File: config.mk
export PLATFORM = sky130hd
export DESIGN_NAME = div_duty_ctrl
export DESIGN_NICKNAME = d
export VERILOG_FILES = /design/src/rtl/div_duty_ctrl.sv
export SDC_FILE = /design/constraint.sdc
export NUM_CORES = 1
export LEC_CHECK = 0
export CAP_MARGIN = 20
export CORE_AREA = 5 5 95 97
export DETAILED_ROUTE_END_ITERATION = 8
export DIE_AREA = 0 0 100 102
export GPL_TIMING_DRIVEN = 0
export PLACE_DENSITY = 0.59
export SLEW_MARGIN = 25
export SYNTH_ARGS = -nofsm -noshare
export SYNTH_HDL_FRONTEND = slang
export SYNTH_SLANG_ARGS = --single-unit
File: constraint.sdc
create_clock -name clockin -period 2.55 [get_ports clockin]
set_input_delay 0.765 -clock clockin [delete_from_list [all_inputs] [get_ports clockin]]
set_output_delay 0.765 -clock clockin [all_outputs]
set_load 0.01 [all_outputs]
File: src/rtl/div_duty_ctrl.sv
// div_duty_ctrl: run-time controller for a programmable clock divider.
// Produces clockout from clockin with divide ratio N (div_act) and high time H
// (high_act). New settings come in over a valid/ready handshake and are applied
// only at a period boundary, so clockout never produces a runt pulse.
// Optional feature macro: DIV_HALF_CYCLE_EN adds cfg_half and a negedge flop
// that stretches the high phase by half a clockin period.
//
// state | meaning
// ------+------------------------------------------------------------
// IDLE  | divider stopped, clockout low, configs load directly
// RUN   | divider counting with the active config
// PEND  | divider counting, validated config waiting in the shadow
module div_duty_ctrl #(
   parameter int CNT_W    = 8,
   parameter int DEF_DIV  = 4,
   parameter int DEF_HIGH = 2
) (
   input  logic             clockin,
   input  logic             reset,
   input  logic             enable,
   input  logic [CNT_W-1:0] cfg_div,
   input  logic [CNT_W-1:0] cfg_high,
   input  logic             cfg_valid,
`ifdef DIV_HALF_CYCLE_EN
   input  logic             cfg_half,
`endif
   output logic             cfg_ready,
   output logic             cfg_err,
   output logic             clockout,
   output logic             period_tick,
   output logic             running
);

   typedef enum logic [1:0] {
      ST_IDLE = 2'd0,
      ST_RUN  = 2'd1,
      ST_PEND = 2'd2
   } state_e;

   localparam logic [CNT_W-1:0] DEF_DIV_C  = CNT_W'(DEF_DIV);
   localparam logic [CNT_W-1:0] DEF_HIGH_C = CNT_W'(DEF_HIGH);
   localparam logic [CNT_W-1:0] ONE_C      = CNT_W'(1);
   localparam logic [CNT_W-1:0] TWO_C      = CNT_W'(2);

   state_e           state_q, state_d;
   logic [CNT_W-1:0] cnt_q, cnt_d;
   logic [CNT_W-1:0] div_act_q, div_act_d;
   logic [CNT_W-1:0] high_act_q, high_act_d;
   logic [CNT_W-1:0] shd_div_q, shd_div_d;
   logic [CNT_W-1:0] shd_high_q, shd_high_d;
   logic             clk_q, clk_d;
   logic             err_q, err_d;

   logic             accept;
   logic             cfg_ok;
   logic             boundary;
   logic [CNT_W-1:0] cnt_inc;
   logic [CNT_W-1:0] new_high;

`ifdef DIV_HALF_CYCLE_EN
   logic             half_act_q, half_act_d;
   logic             shd_half_q, shd_half_d;
   logic             ext_q;
`endif

   // Handshake and period-boundary decode
   always_comb begin
      cfg_ready = (state_q != ST_PEND);
      accept    = cfg_valid & cfg_ready;
      // cfg_high < cfg_div is the same as cfg_high <= cfg_div-1 without underflow
      cfg_ok    = (cfg_div >= TWO_C) && (cfg_high != '0) && (cfg_high < cfg_div);
      boundary  = (state_q != ST_IDLE) && (cnt_q == (div_act_q - ONE_C));
      cnt_inc   = cnt_q + ONE_C;
   end

   // Next-state, counter, config and waveform logic
   always_comb begin
      state_d    = state_q;
      cnt_d      = cnt_q;
      div_act_d  = div_act_q;
      high_act_d = high_act_q;
      shd_div_d  = shd_div_q;
      shd_high_d = shd_high_q;
      clk_d      = clk_q;
      err_d      = accept & ~cfg_ok;
      new_high   = high_act_q;
`ifdef DIV_HALF_CYCLE_EN
      half_act_d = half_act_q;
      shd_half_d = shd_half_q;
`endif
      case (state_q)
         ST_IDLE: begin
            cnt_d = '0;
            clk_d = 1'b0;
            if (accept && cfg_ok) begin
               div_act_d  = cfg_div;
               high_act_d = cfg_high;
`ifdef DIV_HALF_CYCLE_EN
               half_act_d = cfg_half;
`endif
            end
            if (enable) begin
               state_d = ST_RUN;
               clk_d   = 1'b1;
            end
         end
         ST_RUN, ST_PEND: begin
            if (boundary) begin
               // Pick the values that govern the next period
               if (state_q == ST_PEND) begin
                  div_act_d  = shd_div_q;
                  high_act_d = shd_high_q;
                  new_high   = shd_high_q;
`ifdef DIV_HALF_CYCLE_EN
                  half_act_d = shd_half_q;
`endif
               end else if (accept && cfg_ok) begin
                  div_act_d  = cfg_div;
                  high_act_d = cfg_high;
                  new_high   = cfg_high;
`ifdef DIV_HALF_CYCLE_EN
                  half_act_d = cfg_half;
`endif
               end
               cnt_d = '0;
               if (enable) begin
                  state_d = ST_RUN;
                  clk_d   = (new_high != '0);
               end else begin
                  state_d = ST_IDLE;
                  clk_d   = 1'b0;
               end
            end else begin
               cnt_d = cnt_inc;
               clk_d = (cnt_inc < high_act_q);
               if ((state_q == ST_RUN) && accept && cfg_ok) begin
                  shd_div_d  = cfg_div;
                  shd_high_d = cfg_high;
`ifdef DIV_HALF_CYCLE_EN
                  shd_half_d = cfg_half;
`endif
                  state_d    = ST_PEND;
               end
            end
         end
         default: begin
            state_d = ST_IDLE;
            cnt_d   = '0;
            clk_d   = 1'b0;
         end
      endcase
   end

   // State and datapath registers
   always_ff @(posedge clockin or negedge reset) begin
      if (!reset) begin
         state_q    <= ST_IDLE;
         cnt_q      <= '0;
         div_act_q  <= DEF_DIV_C;
         high_act_q <= DEF_HIGH_C;
         shd_div_q  <= '0;
         shd_high_q <= '0;
         clk_q      <= 1'b0;
         err_q      <= 1'b0;
      end else begin
         state_q    <= state_d;
         cnt_q      <= cnt_d;
         div_act_q  <= div_act_d;
         high_act_q <= high_act_d;
         shd_div_q  <= shd_div_d;
         shd_high_q <= shd_high_d;
         clk_q      <= clk_d;
         err_q      <= err_d;
      end
   end

`ifdef DIV_HALF_CYCLE_EN
   // Half-cycle configuration registers
   always_ff @(posedge clockin or negedge reset) begin
      if (!reset) begin
         half_act_q <= 1'b0;
         shd_half_q <= 1'b0;
      end else begin
         half_act_q <= half_act_d;
         shd_half_q <= shd_half_d;
      end
   end

   // Negedge copy of the high phase; keeps clockout high half a cycle past its fall
   always_ff @(negedge clockin or negedge reset) begin
      if (!reset) begin
         ext_q <= 1'b0;
      end else begin
         ext_q <= clk_q & half_act_q;
      end
   end

   // Output drive with half-cycle stretch
   always_comb begin
      clockout    = clk_q | ext_q;
      cfg_err     = err_q;
      period_tick = boundary;
      running     = (state_q != ST_IDLE);
   end
`else
   // Output drive
   always_comb begin
      clockout    = clk_q;
      cfg_err     = err_q;
      period_tick = boundary;
      running     = (state_q != ST_IDLE);
   end
`endif

endmodule

* Word level (Yosys, flattened, before mapping)
Cells that the tools add are included.
** Cells by class
- $add $sub $neg :: 2
- Equality and inequality tests :: 7
- Reductions and logical operators :: 15
- $lt $le $gt $ge :: 3
- Mux-type cells :: 20
- Bitwise logic cells :: 4
** Operators by type and width (number)
- two-way mux 8 bit :: 9
- case mux 8 bit (2 select lines) :: 2
- < comparator 8 bit :: 2
- nonzero test 8 bit :: 2
- adder 8 x 1 -> 8 bit, second input constant :: 1
- equality test 8 bit :: 1
- greater-or-equal comparator 8 x 2 -> 1 bit, second input constant :: 1
- subtractor 8 x 1 -> 8 bit, second input constant :: 1
- logical AND 1 bit :: 6
- two-way mux 2 bit :: 3
- inequality test 2 bit, second input constant :: 3
- two-way mux 1 bit :: 4
- case mux 2 bit (2 select lines) :: 1
- AND reduction 2 bit :: 2
- nonzero test 2 bit :: 2
- inequality test 3 bit, second input constant :: 1
- AND reduction 3 bit :: 1
- bitwise AND 1 bit :: 2
- equality test 2 x 1 -> 1 bit, second input constant :: 1
- equality test 2 bit, second input constant :: 1
- zero test 2 bit :: 1
- NOT 1 bit :: 2
- case mux 1 bit (2 select lines) :: 1
- OR reduction 2 bit :: 1
** Storage, ports and cells
- Word-level logic and storage cells :: 59
- Bits in registers :: 44
- Output and inout port bits :: 5
- Input port bits :: 20

* Logic depth before layout (Yosys ltp)
Gate-level depths: netlist (run 1).
- Depth in word-level cells :: 12
- Mapped depth :: 10

* Worst setup path after synthesis (run 1)
OpenSTA, ideal clock, no wires.
- Kind :: in2reg
- Start :: input cfg_div[1]
- End :: register div_act_q[3]
- Arrival time :: 2.852 ns
- Path buffers :: 1
- Required time :: 2.477 ns
- Path slack :: -0.375 ns
- Stages on the path :: 10
- Setup time :: 0.073 ns
- Cells stage by stage :: inv_1 ha_1 o21ai_0 a21oi_1 o31ai_2 nand3_1 and2_1 o32ai_4 buf_6 a2bb2oi_2
** Between the ends
- Longest elaborated chain between the ends :: 8
- Elaborated cells on any way between the ends :: 9
** Ends and longest elaborated chain
- start, declared :: line 21 : input logic [CNT_W-1:0] cfg_div,
- greater-or-equal comparator 8 x 2 -> 1 bit :: line 71 : cfg_ok = (cfg_div >= TWO_C) && (cfg_high != '0) && (cfg_high < cfg_div);
- logical AND 1 bit :: line 71
- logical AND 1 bit (*) :: line 71
- logical AND 1 bit (*) :: line 95, 117
- two-way mux 8 bit (*)
- two-way mux 8 bit (2 in series)
- case mux 8 bit (2 select lines) (*)
- end signal, assigned :: line 168 : div_act_q <= div_act_d;
- end, declared :: line 47 : logic [CNT_W-1:0] div_act_q, div_act_d;
Mark *: on every way between the ends. The rest lies on a longest branch, timed or not. The select of a mux whose other input is x is not followed.
A chain may end at the register's enable or synchronous reset.

* Worst setup path after layout (run 1)
- Start :: register div_act_q[0]
- End :: output period_tick
** Between the ends
- Longest elaborated chain between the ends :: 3
** Ends and longest elaborated chain
- subtractor 8 x 1 -> 8 bit :: line 72 : boundary = (state_q != ST_IDLE) && (cnt_q == (div_act_q - ONE_C));
- equality test 8 bit :: line 72
- logical AND 1 bit :: line 72
- end, declared :: line 30 : output logic period_tick,
No other way between the ends.

==> results of run 1 <==
## logic make-up (layout without fill, tap and decap cells)
family	Yosys count	in the layout	share of synthesized area [%]
muxes	16	16	6.587
AOI/OAI and AO/OA	61	61	20.31
DFF	44	44	40.35
adders and majority gates	20	20	9.149
and+or+nand+nor	66	66	13.50
xor gates and xnor gates	16	16	5.124
buffers and inverters	31	86	4.986
## area by class of cell
cell class,instances,area share (%)
plain buffers,8,1.868
clock inverters,3,2.446
repair buffers,47,12.81
inverters,23,2.548
multi-input cells,179,44.91
well taps,105,3.567
flip-flops and latches,44,29.99
clock buffers,5,1.868
## critical path: stages (launching register included)
cell and delay [ns]:
dfrtp_2 0.43, inv_2 0.07, ha_4 0.15, nand2b_4 0.13
a21oi_2 0.04, a311o_1 0.35, a2111oi_4 0.35, o21ai_4 0.12
clkbuf_8 0.16, inv_4 0.04, buf_6 0.09
## per-layer routing
metal	GRT usage, %	vias up	wire, µm
li1	-	1060	-
met1	18.25	1044	3177
met2	24.73	30	3308
met3	2.116	8	143
met4	4.870	0	127
met5	0	-	0
## where the power goes
part | switching [mW] | internal (mW) | leakage (nW) | total, mW
sequential | 0.261 | 0.999 | 0.526 | 1.26
combinational | 0.932 | 0.961 | 1.03 | 1.89
clock | 0.248 | 0.490 | 0.0784 | 0.738
total | 1.44 | 2.45 | 1.63 | 3.89
## path summary, 6_finish.rpt
| path | from | cells past startpoint | endpoint |
|---|---|---|---|
| worst max-delay path | div_act_q[0]$_DFFE_PN0P_ | 10 | period_tick |
| min in group clockin | shd_div_q[4]$_DFFE_PN0P_ | 1 | shd_div_q[4]$_DFFE_PN0P_ |
| max in group asynchronous | reset | 2 | div_act_q[2]$_DFFE_PN1P_ |
| worst max register to register | div_act_q[0]$_DFFE_PN0P_ | 15 | shd_div_q[5]$_DFFE_PN0P_ |
| worst min-delay path | reset | 1 | state_q[1]$_DFFE_PN0P_ |
| worst min register to register | shd_div_q[4]$_DFFE_PN0P_ | 1 | shd_div_q[4]$_DFFE_PN0P_ |
## sequential cells by signal, summed over array words and instances, names as in the netlist
name        cells
cfg_err         1
clockout        1
state_q         2
high_act_q      8
shd_div_q       8
shd_high_q      8
div_act_q       8
cnt_q           8
## per-stage QoR
stage               hold WS (ns)  area, µm²
floorplan                 0.4651       2809
global placement          0.4749       3181
detailed placement        0.4866       3196
CTS                       0.3740       3643
global route              0.3927       3684
finish                    0.3704       3684
## placed cells by master, fill, tap and decap left out, types with 3 or more instances in the layout
master	synthesis	routed
nand3b_1	3	3
buf_4	1	12
dlygate4sd2_1	0	13
inv_2	0	4
inv_1	23	17
nor3_1	4	4
o22ai_1	16	16
mux2_2	15	15
nor2_1	14	14
o21ai_0	6	4
nand3_1	6	5
xnor2_1	8	8
clkbuf_8	0	6
dfrtp_1	42	41
xor2_1	8	8
ha_1	20	18
a2bb2oi_2	10	16
buf_6	2	10
and3_1	10	9
clkdlybuf4s50_1	0	9
nand2_1	8	8
bufinv_16	0	3
nor4_1	6	5
nand4_1	7	7
## cell usage after synthesis, drive strengths merged
library cell / number / area, µm²
dfrtp: 42 / 1051
inv: 23 / 86.33
ha: 20 / 250.2
a2bb2oi: 16 / 202.7
mux2: 16 / 180.2
o22ai: 16 / 100.1
nor2: 14 / 52.55
and3: 10 / 62.56
nand2: 8 / 30.03
nand4: 8 / 65.06
o21ai: 8 / 51.30
xnor2: 8 / 70.07
xor2: 8 / 70.07
nand3: 6 / 30.03
nor4: 6 / 37.54
clkbuf: 5 / 20.01
nor3: 4 / 20.02
a21oi: 3 / 15.01
buf: 3 / 30.03
nand3b: 3 / 22.52
a2111oi: 2 / 36.29
a211oi: 2 / 15.01
a21boi: 2 / 15.01
a31oi: 2 / 12.51
dfstp: 2 / 52.55
o31ai: 2 / 20.02
a21o: 1 / 7.510
a311o: 1 / 10.01
a32oi: 1 / 8.760
and2: 1 / 6.260
nand2b: 1 / 6.260
nand4b: 1 / 8.760
nor2b: 1 / 6.260
o211a: 1 / 10.01
o211ai: 1 / 7.510
o21a: 1 / 7.510
o32ai: 1 / 27.53
o41ai: 1 / 8.760
or2b: 1 / 7.510
or3: 1 / 6.260
or4: 1 / 7.510
## what timing repair did
item                       4_1_cts  5_1_grt
setup buffers                   17        3
cloned                           2        0
setup endpoints to repair       36       37
gates resized for setup         49        4
pin swaps                        9        4
==> flow_metrics.tcl, run 1 <==
set metrics [dict create \
    cp.arrival_ns 2.23 \
    finalSetupTns_ns -11.75 \
    syn-num-nets 294 \
    first_pass_iters 4 \
    grt_pass1_wl_mm 11.53 \
    hold_path.class "in2async" \
    io_buffer_count 24 \
    power.total_mw 3.891 \
    drt_wl_total_mm 6.756 \
    endpoint_kind "output port" \
    cts.sinks 44 \
    ys_warn_count 0 \
    drc_errors 0 \
    core_region_area_um2 8051 \
    clk_pin_slew_ns 0.09 \
    crit_fanout 5 \
    area_delta_synth_final_pct 34.68 \
    grt_max_degree 31 \
    grt_pass1_vias 2292 \
    synth_area_per_cell_um2 10.77 \
    slew_violations 0 \
    antenna_found_initial 0 \
    via_per_inst 5.174 \
    setup_viol 36 \
    multiInputGateArea_um2 1654 \
    synth_seq_area_share_pct 40.35 \
    fillCellCount 749 \
    vias 2142 \
    cp.required_ns 1.79 \
    setup_ws_ns -0.4478 \
    syn_inst 254 \
    utilization_pct 45.75 \
    diodes 0 \
    place_ws_ns -1.027 \
    drt_iter0_markers 107 \
    vdd_drop_max_mv 0.4277 \
    r2r_slack_ns -0.37 \
    postRouteAntennaNets 0 \
    htreeDepth 2 \
    leakagePower_nw 1.635 \
    gp_congestion 0.7816 \
    io-pin-count 25 \
    status "complete, but fails checks" \
    clock_skew_ns 0.01028 \
    numCtsBuffers 5 \
    netlist_area_um2 2735 \
    placedCellCount 384 \
    max_freq_mhz 333.6 \
    hpwl_mm 4.939 \
    overflow 0 \
    tritoncts "built" \
    slew_headroom_pct 61.87 \
    max_cap_viol_count 0 \
    netlist-cell-type-count 50 \
    critPathLaunchType "flop" \
    nNetsFinal 348 \
    clk_path_buf_depth 2 \
    clkLatencyLatePin_ns 0.30 \
    grtUsageTotal_pct 14.26 \
    die_y_um 102 \
    hold_viol 0 \
    violations "setup timing" \
    root_buffer "clkbuf_8" \
    rows 33 \
    initial_core_util_pct 33.97 \
    ys_ff_latch 44 \
    worst_slew_pin_slew_ns 0.5646 \
    fin_crit_ns 2.998 \
    wl_per_cell_um 16.32 \
    critPathKind "reg2out" \
    fin_crit_sh_pct 117.6 \
    powerDensity_nw_per_um2 1056 \
    rsz0062_at_grt "true" \
    stdcell_count 414 \
    die-area_um2 10200 \
    cts_hold_repair.buffers 0 \
    die-width_um 100 \
    layout-drive-gt1-share_pct 32.04 \
    final-seq-area_um2 1105 \
]
No activity file was read; power rests on OpenSTA's default activity.
==> run 2: changes to the inputs <==
TNS_END_PERCENT = 10   (was default)
==> run 2 against run 1 <==
Against the previous run:
- the flow still finishes with violations (setup timing)
- clock skew grew 0.0023 ns
- hold slack gained 0.033 ns
- non-clock buffer count shrank 2
- register-to-register slack gained 0.29 ns
- maximum frequency grew 0.15%
- die area is the same
- first-iteration DRC count shrank 23%
- final cell count shrank 0.48%
- utilization shrank 2.1 points
- count of clock-buffer cells in the layout is the same
- largest cell class unchanged
==> flow_metrics.tcl, run 2 (same netlist as run 1, synthesis figures left out) <==
set metrics [dict create \
    rows 33 \
    grt_pass1_vias 2263 \
    worst_slew_pin_slew_ns 0.4960 \
    die-area_um2 10200 \
    slew_violations 0 \
    p_clk_share_pct 15.3 \
    wl_per_cell_um 16.23 \
    regToRegEndpoint "high_act_q[7]$_DFFE_PN0P_" \
    layout_commonest_cell "dfrtp_1" \
    hold_ws_ns 0.4031 \
    overflow 0 \
    initial_core_util_pct 33.97 \
    grt_pass1_wl_mm 11.55 \
    reg2reg_from "div_act_q[0]$_DFFE_PN0P_" \
    cts.sinks 44 \
    via_per_inst 5.160 \
    hold_viol 0 \
    drt_wl_total_mm 6.686 \
    critPathLaunchType "flop" \
    crit_fanout 4 \
    io-pin-count 25 \
    vias 2126 \
    hold_path.class "in2async" \
    tritoncts "built" \
    cp.required_ns 1.79 \
    vdd_drop_max_mv 0.3841 \
    postRouteAntennaNets 0 \
    antenna_found_initial 0 \
    max_freq_mhz 334.1 \
    max_cap_viol_count 0 \
    violations "setup timing" \
    fin_crit_sh_pct 117.4 \
    clkLatencyLatePin_ns 0.30 \
    die_y_um 102 \
    powerDensity_nw_per_um2 1005 \
    critPathKind "reg2out" \
    r2r_cells 11 \
    netSwitchingFraction_pct 39.05 \
    setup_viol 25 \
    area_delta_synth_final_pct 28.55 \
    clk_path_buf_depth 2 \
    grt_max_degree 27 \
    r2r_slack_ns -0.08 \
    slew_headroom_pct 66.50 \
    rsz0062_at_grt "true" \
    cp.arrival_ns 2.23 \
    hpwl_mm 5.047 \
    final_cell_mix "dfrtp_1, buf_4, inv_1" \
    grtUsageTotal_pct 14.38 \
    power.internal_mw 2.153 \
    io_buffer_count 24 \
    pwr-share-comb_pct 48.9 \
    numCtsBuffers 5 \
    layout-drive-gt1-share_pct 28.99 \
    htreeDepth 2 \
    setup_ws_ns -0.4435 \
    drc_errors 0 \
    diodes 0 \
    gp_congestion 0.7935 \
    switching_power_mw 1.379 \
    p_seq_share_pct 35.8 \
    nNetsFinal 346 \
    drt_iter0_markers 82 \
    clk_pin_slew_ns 0.09 \
    leakagePower_nw 1.559 \
    place_ws_ns -1.053 \
    core_region_area_um2 8051 \
    first_pass_iters 4 \
    endpoint_kind "output port" \
    die-width_um 100 \
    fin_crit_ns 2.993 \
    status "complete, but fails checks" \
    root_buffer "clkbuf_8" \
    clock_skew_ns 0.01262 \
]
run 2: changes by cell type in the layout (fill, tap and decap cells not counted), sizes merged:
cell,previous run,this run
clkdlybuf4s50,9,8
dlygate4sd2,13,12
clkinvlp,0,1
clkdlybuf4s15,0,2
clkinv,0,1
buf,28,26
bufinv,3,1
run 2: what timing repair did:
action	in CTS	in global routing
cloned	1	0
pin swaps	7	4
gates resized for setup	31	8
setup endpoints to repair	37	36
hold buffers	0	0
setup buffers	12	7
run 2: critical path, stage by stage (launching register included):
cell,delay (ns)
dfrtp_2,0.42
inv_2,0.07
ha_4,0.14
nand2b_4,0.12
a21oi_1,0.06
a311o_1,0.35
a2111oi_4,0.36
o21ai_4,0.12
clkbuf_8,0.16
inv_4,0.05
buf_6,0.09
run 2: cell type report:
class                   count  area [µm²]
inverters                  23       88.84
clock inverters             3       42.54
plain buffers               8       65.06
multi-input cells         179        1622
well taps                 105       131.4
fillers                   806        4536
flip-flops and latches     44        1106
repair buffers             45       391.6
clock buffers               5       68.82
run 2: stage by stage:
step	total power [mW]	util, %	instances	area (µm²)	setup TNS, ns
2_1_floorplan	2.391	-	254	2804	-0.9774
5_1_grt	3.806	43.67	412	3516	-4.448
3_3_place_gp	2.776	39.44	383	3176	-51.19
4_1_cts	3.495	42.61	405	3431	-2.554
6_report	3.532	43.67	412	3516	-1.354
3_5_place_dp	2.821	39.63	384	3191	-28.93
run 2: per-layer routing:
layer	up-vias	routed length [µm]	share of wire (%)	track usage, %
met5	-	0	0	0
met4	0	37	0.55	4.041
met2	43	3233	48	24.27
met3	3	233	3.5	2.594
met1	1022	3182	48	19.02
li1	1058	-	-	-
run 2: power groups by stage:
| stage | sequential, mW | combinational, mW | clock (mW) |
|---|---|---|---|
| 5_1_grt | 1.31 | 1.91 | 0.580 |
| 3_5_place_dp | 1.28 | 1.54 | 0 |
| 6_report | 1.26 | 1.73 | 0.540 |
| 3_3_place_gp | 1.27 | 1.51 | 0 |
| 2_1_floorplan | 1.20 | 1.19 | 0 |
| 4_1_cts | 1.26 | 1.68 | 0.556 |
run 2: worst max-delay path by stage:
stage                     cells past startpoint                      from  slack, ns                   endpoint
final                                        10  div_act_q[0]$_DFFE_PN0P_      -0.44                period_tick
after global routing                         10  div_act_q[1]$_DFFE_PN0P_      -0.55                period_tick
after CTS                                    10  div_act_q[0]$_DFFE_PN0P_      -0.46                period_tick
after detailed placement                     10               cfg_high[1]      -1.05  high_act_q[2]$_DFFE_PN0P_
after global placement                       10               cfg_high[1]      -1.00  high_act_q[7]$_DFFE_PN0P_
after floorplan                               9  div_act_q[0]$_DFFE_PN0P_      -0.10                period_tick
==> run 3: changes to the inputs <==
CAP_MARGIN = default   (was 20)
==> results of run 3 <==
The final DEF is identical to that of run 2; final timing and power are the same.
==> patch: new RTL, flow settings as in run 1 <==
`CNT_W`: 8 -> 7.
--- a/src/rtl/div_duty_ctrl.sv
+++ b/src/rtl/div_duty_ctrl.sv
@@ -12,5 +12,5 @@
 // PEND  | divider counting, validated config waiting in the shadow
 module div_duty_ctrl #(
-   parameter int CNT_W    = 8,
+   parameter int CNT_W    = 7,
    parameter int DEF_DIV  = 4,
    parameter int DEF_HIGH = 2
Interface: changed (resized cfg_div and cfg_high); port bits go from 25 to 23. The function was not compared with the original's and may differ.
==> patch against run 1 <==
  * The run still ends with negative setup slack left
  * Via count down 6.0%
  * Clock power down 25%
  * Wire length down 3.3%
  * Sequential cell count down 5
  * Die area unchanged
  * Combinational power down 2%
  * Power down 8.8%
  * Global-route usage down 1.3 points
  * Count of clock-buffer cells in the layout unchanged
  * Worst setup slack better by 350 ps
  * Design area down 7.4%
  * Sequential power down 9%
  * Area after synthesis down 9.5%
==> patch: results (changes against run 1) <==
| Metric | Value |
|---|---|
| Run status | `complete, but fails checks (unchanged)` |
| Violated checks | `negative setup slack (unchanged)` |
| Initial DRC count | `79 (was 107)` |
| Top cells by area, synth | `sky130_fd_sc_hd__dfrtp_1 (37%), sky130_fd_sc_hd__ha_1 (9.1%), sky130_fd_sc_hd__mux2_4 (5.5%) (was sky130_fd_sc_hd__dfrtp_1 (38%), sky130_fd_sc_hd__ha_1 (9.1%), sky130_fd_sc_hd__mux2_2 (6.2%))` |
| Worst setup margin | `-96.9 ps (was -448 ps)` |
| Fraction of synthesized cell area taken by the top area cell type | `0.374 (was 0.384)` |
| Wl on met1 | `2990 um (was 3180 um)` |
| Fraction of final layout cells sized beyond drive strength 1 | `0.355 (was 0.320)` |
| Number of instances resized during post-cts repair | `73 (was 49)` |
| CP max FO | `8 (was 5)` |
| Total GRT Usage | `0.129 (was 0.143)` |
| Routed via count | `2014 (was 2142)` |
| Post-synthesis instance total | `235 (was 254)` |
| Met3 WL | `113 um (was 143 um)` |
| Number of instances in the placed design | `363 (was 384)` |
| Sequential share of the synthesized area | `0.395 (was 0.403)` |
| Via count of the first global-routing pass | `2085 (was 2292)` |
| Adder and majority gate portion of the synthesized area | `0.0910 (was 0.0915)` |
| Met1 GRT Util | `0.166 (was 0.183)` |
| Amount of wire on met2 after detailed routing | `3370 um (was 3310 um)` |
| Sum of negative setup slack | `-165 ps (was -11750 ps)` |
| Dpl ws | `-1190 ps (was -1030 ps)` |
| Placer congestion estimate | `0.767 (was 0.782)` |
| Number of unique standard cell types used by synthesis | `48 (was 50)` |
| Fraction of synthesized area in multiplexers | `0.0935 (was 0.0659)` |
| Post-synthesis net count | `271 (was 294)` |
| Final non-filler cell total | `395 (was 414)` |
| Area of placed instances | `2900 sq um (was 3200 sq um)` |
| Worst Clk Skew | `15.3 ps (was 10.3 ps)` |
| Total of endpoints with negative setup slack in the final report | `5 (was 36)` |
| Number of input and output port buffers inserted | `22 (was 24)` |
| Fraction of the mapped netlist area in compound gates | `0.197 (was 0.203)` |
| Total half-perimeter wirelength after legalization and detailed placement | `4490 um (was 4940 um)` |
| Arrival time at the worst endpoint | `1880 ps (was 2230 ps)` |
| Depth of the worst register-to-register path | `11 (was 15)` |
| Layout Nets | `325 (was 348)` |
| XOR/XNOR share of the synthesized area | `0.0424 (was 0.0512)` |
| Global-route wire length before repair | `10500 um (was 11500 um)` |
| Worst IR drop on VDD | `0.000556 V (was 0.000428 V)` |
| Per-cell routed wire length | `16.5 um (was 16.3 um)` |
| Met3 track demand over resource | `0.0225 (was 0.0212)` |
## patch: cell count changes in the layout (fill, tap and decap cells not counted), sizes merged, moves of 5 or more
cell         delta
buf            +12
and3           -10
dlygate4sd2     -9
nor2b           +8
dfrtp           -5
nand4           -5
## patch: final cells by class
| type | instances | area [sq um] |
|---|---|---|
| Clock inverter | 3 | 47.5 |
| Tap cell | 105 | 131 |
| Fill cell | 768 | 4640 |
| Clock buffer | 5 | 68.8 |
| Sequential cell | 39 | 982 |
| Multi-Input combinational cell | 167 | 1600 |
| Buffer | 6 | 35.0 |
| Timing Repair Buffer | 49 | 459 |
| Inverter | 21 | 83.8 |
## patch: critical path, cell delays in order, from the launching register on
cell and delay (ps):
sky130_fd_sc_hd__dfstp_2 430, sky130_fd_sc_hd__or3_1 430, sky130_fd_sc_hd__nor4_2 210, sky130_fd_sc_hd__o21ai_2 110
sky130_fd_sc_hd__o2bb2ai_4 160, sky130_fd_sc_hd__nor2_4 130, sky130_fd_sc_hd__buf_6 110
## patch: where the power goes
group | total (mW) | switching (mW) | internal [mW] | leakage (nW)
Clock | 0.550 | 0.253 | 0.297 | 0.0587
Combinational | 1.85 | 0.841 | 1.01 | 0.973
Sequential | 1.15 | 0.259 | 0.893 | 0.469
## patch: worst paths after layout
check	from	end	slack, ps
hold reg to reg	shd_div_q[3]$_DFFE_PN0P_	shd_div_q[3]$_DFFE_PN0P_	520
setup reg to reg	div_act_q[1]$_DFFE_PN0P_	high_act_q[6]$_DFFE_PN0P_	30
setup / recovery	div_act_q[2]$_DFFE_PN1P_	period_tick	-100
min in group clockin	shd_div_q[3]$_DFFE_PN0P_	shd_div_q[3]$_DFFE_PN0P_	520
hold / removal	reset	shd_high_q[0]$_DFFE_PN0P_	400
max in group asynchronous	reset	div_act_q[2]$_DFFE_PN1P_	1600
